`config.mk`:
```
export PLATFORM = sky130hd
export DESIGN_NAME = irq_pend_ctrl_8
export DESIGN_NICKNAME = d
export VERILOG_FILES = /design/src/rtl/irq_pkg.sv /design/src/rtl/irq_pend_ctrl_8.sv
export SDC_FILE = /design/constraint.sdc
export NUM_CORES = 1
export LEC_CHECK = 0
export CAP_MARGIN = 40
export CORE_UTILIZATION = 45
export DETAILED_ROUTE_END_ITERATION = 12
export PLACE_DENSITY_LB_ADDON = 0.3
export SYNTH_ARGS = -nofsm -noshare
export SYNTH_HDL_FRONTEND = slang
export SYNTH_SLANG_ARGS = --single-unit
```
`constraint.sdc`:
```
create_clock -name clk -period 4.85 [get_ports clk]
set_input_delay 0.97 -clock clk [delete_from_list [all_inputs] [get_ports clk]]
set_output_delay 0.97 -clock clk [all_outputs]
set_load 0.03 [all_outputs]
```
`src/rtl/irq_pkg.sv`:
```
// Shared types for the interrupt pending/acknowledge controller and its encoder.
package irq_pkg;

  localparam int N_IRQ = 8;

  typedef logic [2:0]       irq_id_t;
  typedef logic [N_IRQ-1:0] irq_vec_t;

  typedef enum logic [1:0] {
    IDLE    = 2'd0,
    PRESENT = 2'd1,
    GAP     = 2'd2
  } irq_state_e;

  function automatic irq_vec_t id_to_vec(input irq_id_t id);
    irq_vec_t v;
    v     = '0;
    v[id] = 1'b1;
    return v;
  endfunction

endpackage

```
`src/rtl/irq_pend_ctrl_8.sv`:
```
// Interrupt pending/acknowledge controller: captures requests, masks them for an
// external priority encoder, and hands the winning index out over valid/ready.
//
//   state   | meaning
//   IDLE    | waiting for any enabled pending line; latches encoder result
//   PRESENT | irq_id frozen and valid, waiting for irq_ready
//   GAP     | dead cycle so the encoder sees the cleared pend bit
module irq_pend_ctrl_8
  import irq_pkg::*;
#(
  parameter irq_vec_t EDGE_SEL = 8'hFF,
  parameter irq_vec_t MASK_RST = 8'h00
) (
  input  logic       clk,
  input  logic       rst_n,
  input  logic [7:0] req,
  input  logic       mask_we,
  input  logic [7:0] mask_wdata,
  output logic [7:0] mask,
  output logic [7:0] pend_vec,
  input  logic [2:0] enc_id,
  output logic       irq_valid,
  output logic [2:0] irq_id,
  input  logic       irq_ready,
  output logic [7:0] overrun,
  input  logic [7:0] overrun_clr
);

  irq_state_e state;
  irq_vec_t   req_q;
  irq_vec_t   pend;
  irq_vec_t   edge_set;
  irq_vec_t   set_vec;
  irq_vec_t   clr_vec;
  irq_vec_t   ovr_set;

  always_comb begin
    edge_set = req & ~req_q & EDGE_SEL;
    set_vec  = edge_set | (req & ~EDGE_SEL);
    clr_vec  = '0;
    if (state == PRESENT && irq_ready) clr_vec = id_to_vec(irq_id);
    // A fresh edge on a line that is still pending and not being cleared is lost.
    ovr_set  = edge_set & pend & ~clr_vec;
  end

  assign pend_vec = pend & mask;

  always_ff @(posedge clk or negedge rst_n) begin
    if (!rst_n) begin
      req_q   <= '0;
      pend    <= '0;
      overrun <= '0;
    end else begin
      req_q   <= req;
      pend    <= (pend & ~clr_vec) | set_vec;
      overrun <= (overrun & ~overrun_clr) | ovr_set;
    end
  end

  always_ff @(posedge clk or negedge rst_n) begin
    if (!rst_n) begin
      mask <= MASK_RST;
    end else if (mask_we) begin
      mask <= mask_wdata;
    end
  end

  always_ff @(posedge clk or negedge rst_n) begin
    if (!rst_n) begin
      state     <= IDLE;
      irq_valid <= 1'b0;
      irq_id    <= '0;
    end else begin
      case (state)
        IDLE: begin
          if (|pend_vec) begin
            irq_id    <= enc_id;
            irq_valid <= 1'b1;
            state     <= PRESENT;
          end
        end
        PRESENT: begin
          if (irq_ready) begin
            irq_valid <= 1'b0;
            state     <= GAP;
          end
        end
        GAP: begin
          state <= IDLE;
        end
        default: begin
          irq_valid <= 1'b0;
          state     <= IDLE;
        end
      endcase
    end
  end

endmodule
```
# Word-level counts from Yosys, hierarchy flattened
# Index checks and enable logic that the tools add are counted.
dict set report totals {
  out_inout_bits 28
  elab_cells 41
  reg_bits 38
}
dict set report op_classes {
  magnitude_cmp 2
  bitwise 12
  mux 9
  n_eq_ne 4
  reduce_logical 7
}
# cell n
set ops {}
lappend ops {{AND 8 bit} 6}
lappend ops {{inverter 8 bit} 3}
lappend ops {{OR 8 bit} 2}
lappend ops {{2-to-1 mux 8 bit} 1}
lappend ops {{OR reduction 8 bit} 1}
lappend ops {{< comparator 3 x 4 -> 1 bit, second input constant} 1}
lappend ops {{2-to-1 mux 2 bit} 2}
lappend ops {{inequality test 2 bit, second input constant} 2}
lappend ops {{case mux 2 bit (2 select lines)} 1}
lappend ops {{AND reduction 2 bit} 2}
lappend ops {{demux 1 bit (select 3 bit)} 1}
lappend ops {{>= comparator 3 x 1 -> 1 bit, second input constant} 1}
lappend ops {{2-to-1 mux 1 bit} 3}
lappend ops {{case mux 1 bit (3 select lines)} 1}
lappend ops {{AND reduction 3 bit} 1}
lappend ops {{equality test 2 x 1 -> 1 bit, second input constant} 1}
lappend ops {{equality test 2 bit, second input constant} 1}
lappend ops {{logical AND 1 bit} 2}
lappend ops {{logical NOT 2 bit} 1}
lappend ops {{inverter 1 bit} 1}

# Logic depth before layout (Yosys ltp)
dict set report depth {
  depth_word 8
  mapped_depth 4
}

# Worst setup path before layout
# No wires, ideal clock.
dict set report synth_timing {
  kind {reg-to-reg}
  startpoint {register mask[5]}
  endpoint {register irq_id[0]}
  required_time_ns 4.725
  setup_slack_ns 2.705
  path_stages_with_launch 5
  setup_ns 0.125
  arrival_ns 2.020
  cell_sequence {dfrtp_1 -> and2_1 -> or4_4 -> o41ai_4 -> mux2_2}
}
dict set report synth_via {
  elab_chain_len 3
}
# item line_no
set synth_lines {}
lappend synth_lines {{start, declared} irq_pend_ctrl_8.sv:19} ;# output logic [7:0] mask,
lappend synth_lines {{start signal, assigned} irq_pend_ctrl_8.sv:64} ;# mask <= mask_wdata;
lappend synth_lines {{AND 8 bit} irq_pend_ctrl_8.sv:46} ;# assign pend_vec = pend & mask;
lappend synth_lines {{via pend_vec[5]} irq_pend_ctrl_8.sv:20} ;# output logic [7:0] pend_vec,
lappend synth_lines {{OR reduction 8 bit} irq_pend_ctrl_8.sv:76} ;# if (|pend_vec) begin
lappend synth_lines {{AND reduction 2 bit (no line)} -}
lappend synth_lines {{end signal, assigned} irq_pend_ctrl_8.sv:77} ;# irq_id <= enc_id;
lappend synth_lines {{end, declared} irq_pend_ctrl_8.sv:23} ;# output logic [2:0] irq_id,
# The timed path passes the listed nets, and every way through them passes these cells.
# A chain may end at the register's enable or synchronous reset.

# Worst setup path after layout
dict set report layout_timing {
  startpoint {register mask[2]}
  endpoint {output port pend_vec[2]}
}
dict set report layout_via {
  elab_chain_len 1
}
# item line_no
set layout_lines {}
lappend layout_lines {{AND 8 bit} irq_pend_ctrl_8.sv:46}
lappend layout_lines {{end, declared} irq_pend_ctrl_8.sv:20}
# Every way passes these cells.

==> flow_summary.yaml <==
grt:
  grt_pass1_wl_um: 5071
  grt.total_usage: 0.2079
  grt_max_degree: 39
  grt.overflow.total: 0
  grt.met2_usage: 0.3333
  met1_usage: 0.2544
  gr-usage-met3: 0.06813
  grt_pass1_vias: 1122
  antenna_found_initial: 0
  grt_busiest_layer: "met2"
power_and_ir_drop:
  leakage_nw: 0.8816
  clock_power_share: 0.166
  power.switching_w: 0.0003725
  switching_share: 0.3671
  ir_worst_vdd_mv: 0.2564
  intPower_w: 0.0006421
  powerDensity_mw_per_mm2: 476.2
  p_comb_frac: 0.404
  p_seq_frac: 0.431
  power_w: 0.001015
worst_setup_path:
  max_stage_delay_ns: 0.69
  crit_type: "reg2out"
  crit_family: "buffers and inverters"
  crit_cells: 2
  crit_chain: "and2_1 -> clkdlybuf4s50_1"
  startpoint_type: "flip-flop"
  end_kind: "output pin"
  worstPathArrival_ns: 1.62
  cp.required_ns: 3.88
  cp_slowest_cell: "clkdlybuf4s50_1"
  path_buf_inv: 1
  crit_fanout: 3
  worstRegToRegCells: 4
cts:
  htreeDepth: 2
  path_clk_slew_ns: 0.11
  clk_latency_ns: 0.34
  cts_root_buf: "clkbuf_4"
  cts_tree: "built"
  ctsHoldBuffers: 0
  cts_sinks: 38
  cts_setup_buffers: 0
  clockBufferDepth: 2
  numCtsBuffers: 5
  post_cts_resized: 0
timing:
  setup_violations: 0
  maxSlewViolCount: 0
  fmax_mhz: 385.5
  finalClockSkew_ns: 0.009688
  setup_ws_ns: 2.256
  rsz0062_at_grt: "no"
  timing.setup.tns_ns: 0
  relSlewSlack: 0.4560
  worstMarginPinSlew_ns: 0.8160
  min_period_over_period: 0.5348
  finalHoldWorstSlack_ns: 0.4969
  fin_crit_ns: 2.594
  hold_viol_final: 0
floorplanning:
  rows: 20
  dieArea_mm2: 0.003439
  die_h_um: 58.65
  core_area_mm2: 0.003053
  die_w_um: 58.65
  pin_count: 59
  start_util: 0.4730
synth:
  yosysWarnings: 0
  syn_avg_cell_area_um2: 12.78
  synth_cells: 113
  synth_cell_type_count: 16
  synth_area_mm2: 0.001444
  yosys.area_share.simple: 0.1404
  synth_top_family_by_area: "simple AND/OR/NAND/NOR gates"
  yosys_register_bits: 38
  yosysSeqAreaShare: 0.6586
  synth-xor-area-share: 0
  synth_compound_area_frac: 0.09185
  synthMuxAreaShare: 0.08579
  synth_fa_ha_area_frac: 0
  syn-num-nets: 144
final_layout:
  synthToLayoutAreaGrowth_pct: 47.57
  final_layout_size_suffix_gt1_frac: 0.1292
  diodes: 0
  nets: 208
detailed_routing:
  ant_nets: 0
  totalWireLength_um: 3115
  post-route-drc-count: 0
  via_per_inst: 4.905
  vias: 1089
  wl_per_cell_um: 14.03
  drt-initial-drc-count: 25
  dr.pass1.iters: 4
hold_path:
  whs_path_depth: 2
  min_path_type: "reg2reg"
placement:
  pre_cts_ws_ns: 2.455
  port_buffers: 58
  gp_congestion: 0.7852
  post-dp-hpwl_um: 2408
job:
  cap_violations: 0
status:
  status: "finished clean"
-- through the flow --
| step | instances | cell area (um^2) | utilization |
|---|---|---|---|
| after floorplan | 113 | 1444 | - |
| after global placement | 214 | 2071 | 0.6783 |
| after detailed placement | 214 | 2071 | 0.6783 |
| after CTS | 222 | 2131 | 0.6980 |
| after global routing | 222 | 2131 | 0.6980 |
| final | 222 | 2131 | 0.6980 |
-- power by group through the flow --
stage / registers (W) / clock network, W / logic, W
after floorplan: 0.000505 / 0 / 0.000168
after global placement: 0.000440 / 0 / 0.000404
after detailed placement: 0.000442 / 0 / 0.000412
after CTS: 0.000436 / 0.000174 / 0.000413
after global routing: 0.000446 / 0.000188 / 0.000439
final: 0.000437 / 0.000168 / 0.000410
-- layer usage --
| metal | wire [um] | part of all wire |
|---|---|---|
| met1 | 1367 | 0.44 |
| met2 | 1497 | 0.48 |
| met3 | 181 | 0.058 |
| met4 | 68 | 0.022 |
| met5 | 0 | 0 |
-- state kept, by name, summed over array words and instances (netlist names) --
| signal | cells |
|---|---|
| state | 2 |
| mask | 8 |
| overrun | 8 |
| pend | 8 |
| req_q | 8 |
| irq_id | 3 |
| irq_valid | 1 |
-- layout make-up --
type	instances	area (um^2)
tap	44	55.05
timing repair buffer	58	575.6
clock buffer	7	55.05
multi-input combinational	66	459.2
sequential	38	950.9
clock inverter	1	5.005
fill	257	922.1
inverter	8	30.03
-- final timing paths --
kind | from | end | slack [ns]
setup / recovery | mask[2] | pend_vec[2] | 2.26
hold / removal | irq_valid | irq_valid | 0.50
setup reg to reg | mask[5] | irq_id[1] | 2.88
hold reg to reg | irq_valid | irq_valid | 0.50
max in group asynchronous | rst_n | irq_valid | 3.62
min in group asynchronous | rst_n | req_q[0] | 0.71
-- kinds of logic after synthesis --
logic type / count (synthesis)
flip-flops: 38
buffers and inverters: 9
AND/OR/NAND/NOR: 36
AO/OA/AOI/OAI: 19
multiplexers: 11
-- cell usage after synthesis --
master,number,area share
and2_1,7,0.030
and2_4,1,0.0061
and3b_1,1,0.0061
clkbuf_1,1,0.0026
dfrtp_1,38,0.66
inv_1,8,0.021
mux2_2,11,0.086
nand2_1,12,0.031
nand2b_1,12,0.052
nor2_1,1,0.0026
o21ai_0,8,0.028
o22ai_1,8,0.035
o31ai_1,2,0.010
o41ai_4,1,0.019
or2_2,1,0.0043
or4_4,1,0.0078
-- worst register-to-register path: stages (launching register included) --
cell	delay (ns)
dfrtp_1	0.41
and2_1	0.18
or4_4	0.53
o41ai_4	0.35
mux2_2	0.38
-- cells in the final DEF, fill, tap and decap left out, drive strengths merged --
master | Yosys | layout
and2 | 8 | 8
and3b | 1 | 1
buf | 0 | 1
clkbuf | 1 | 7
clkdlybuf4s50 | 0 | 57
clkinv | 0 | 1
dfrtp | 38 | 38
inv | 8 | 8
mux2 | 11 | 11
nand2 | 12 | 12
nand2b | 12 | 12
nor2 | 1 | 1
o21ai | 8 | 8
o22ai | 8 | 8
o31ai | 2 | 2
o41ai | 1 | 1
or2 | 1 | 1
or4 | 1 | 1
Power figures use the tool's default switching activity.
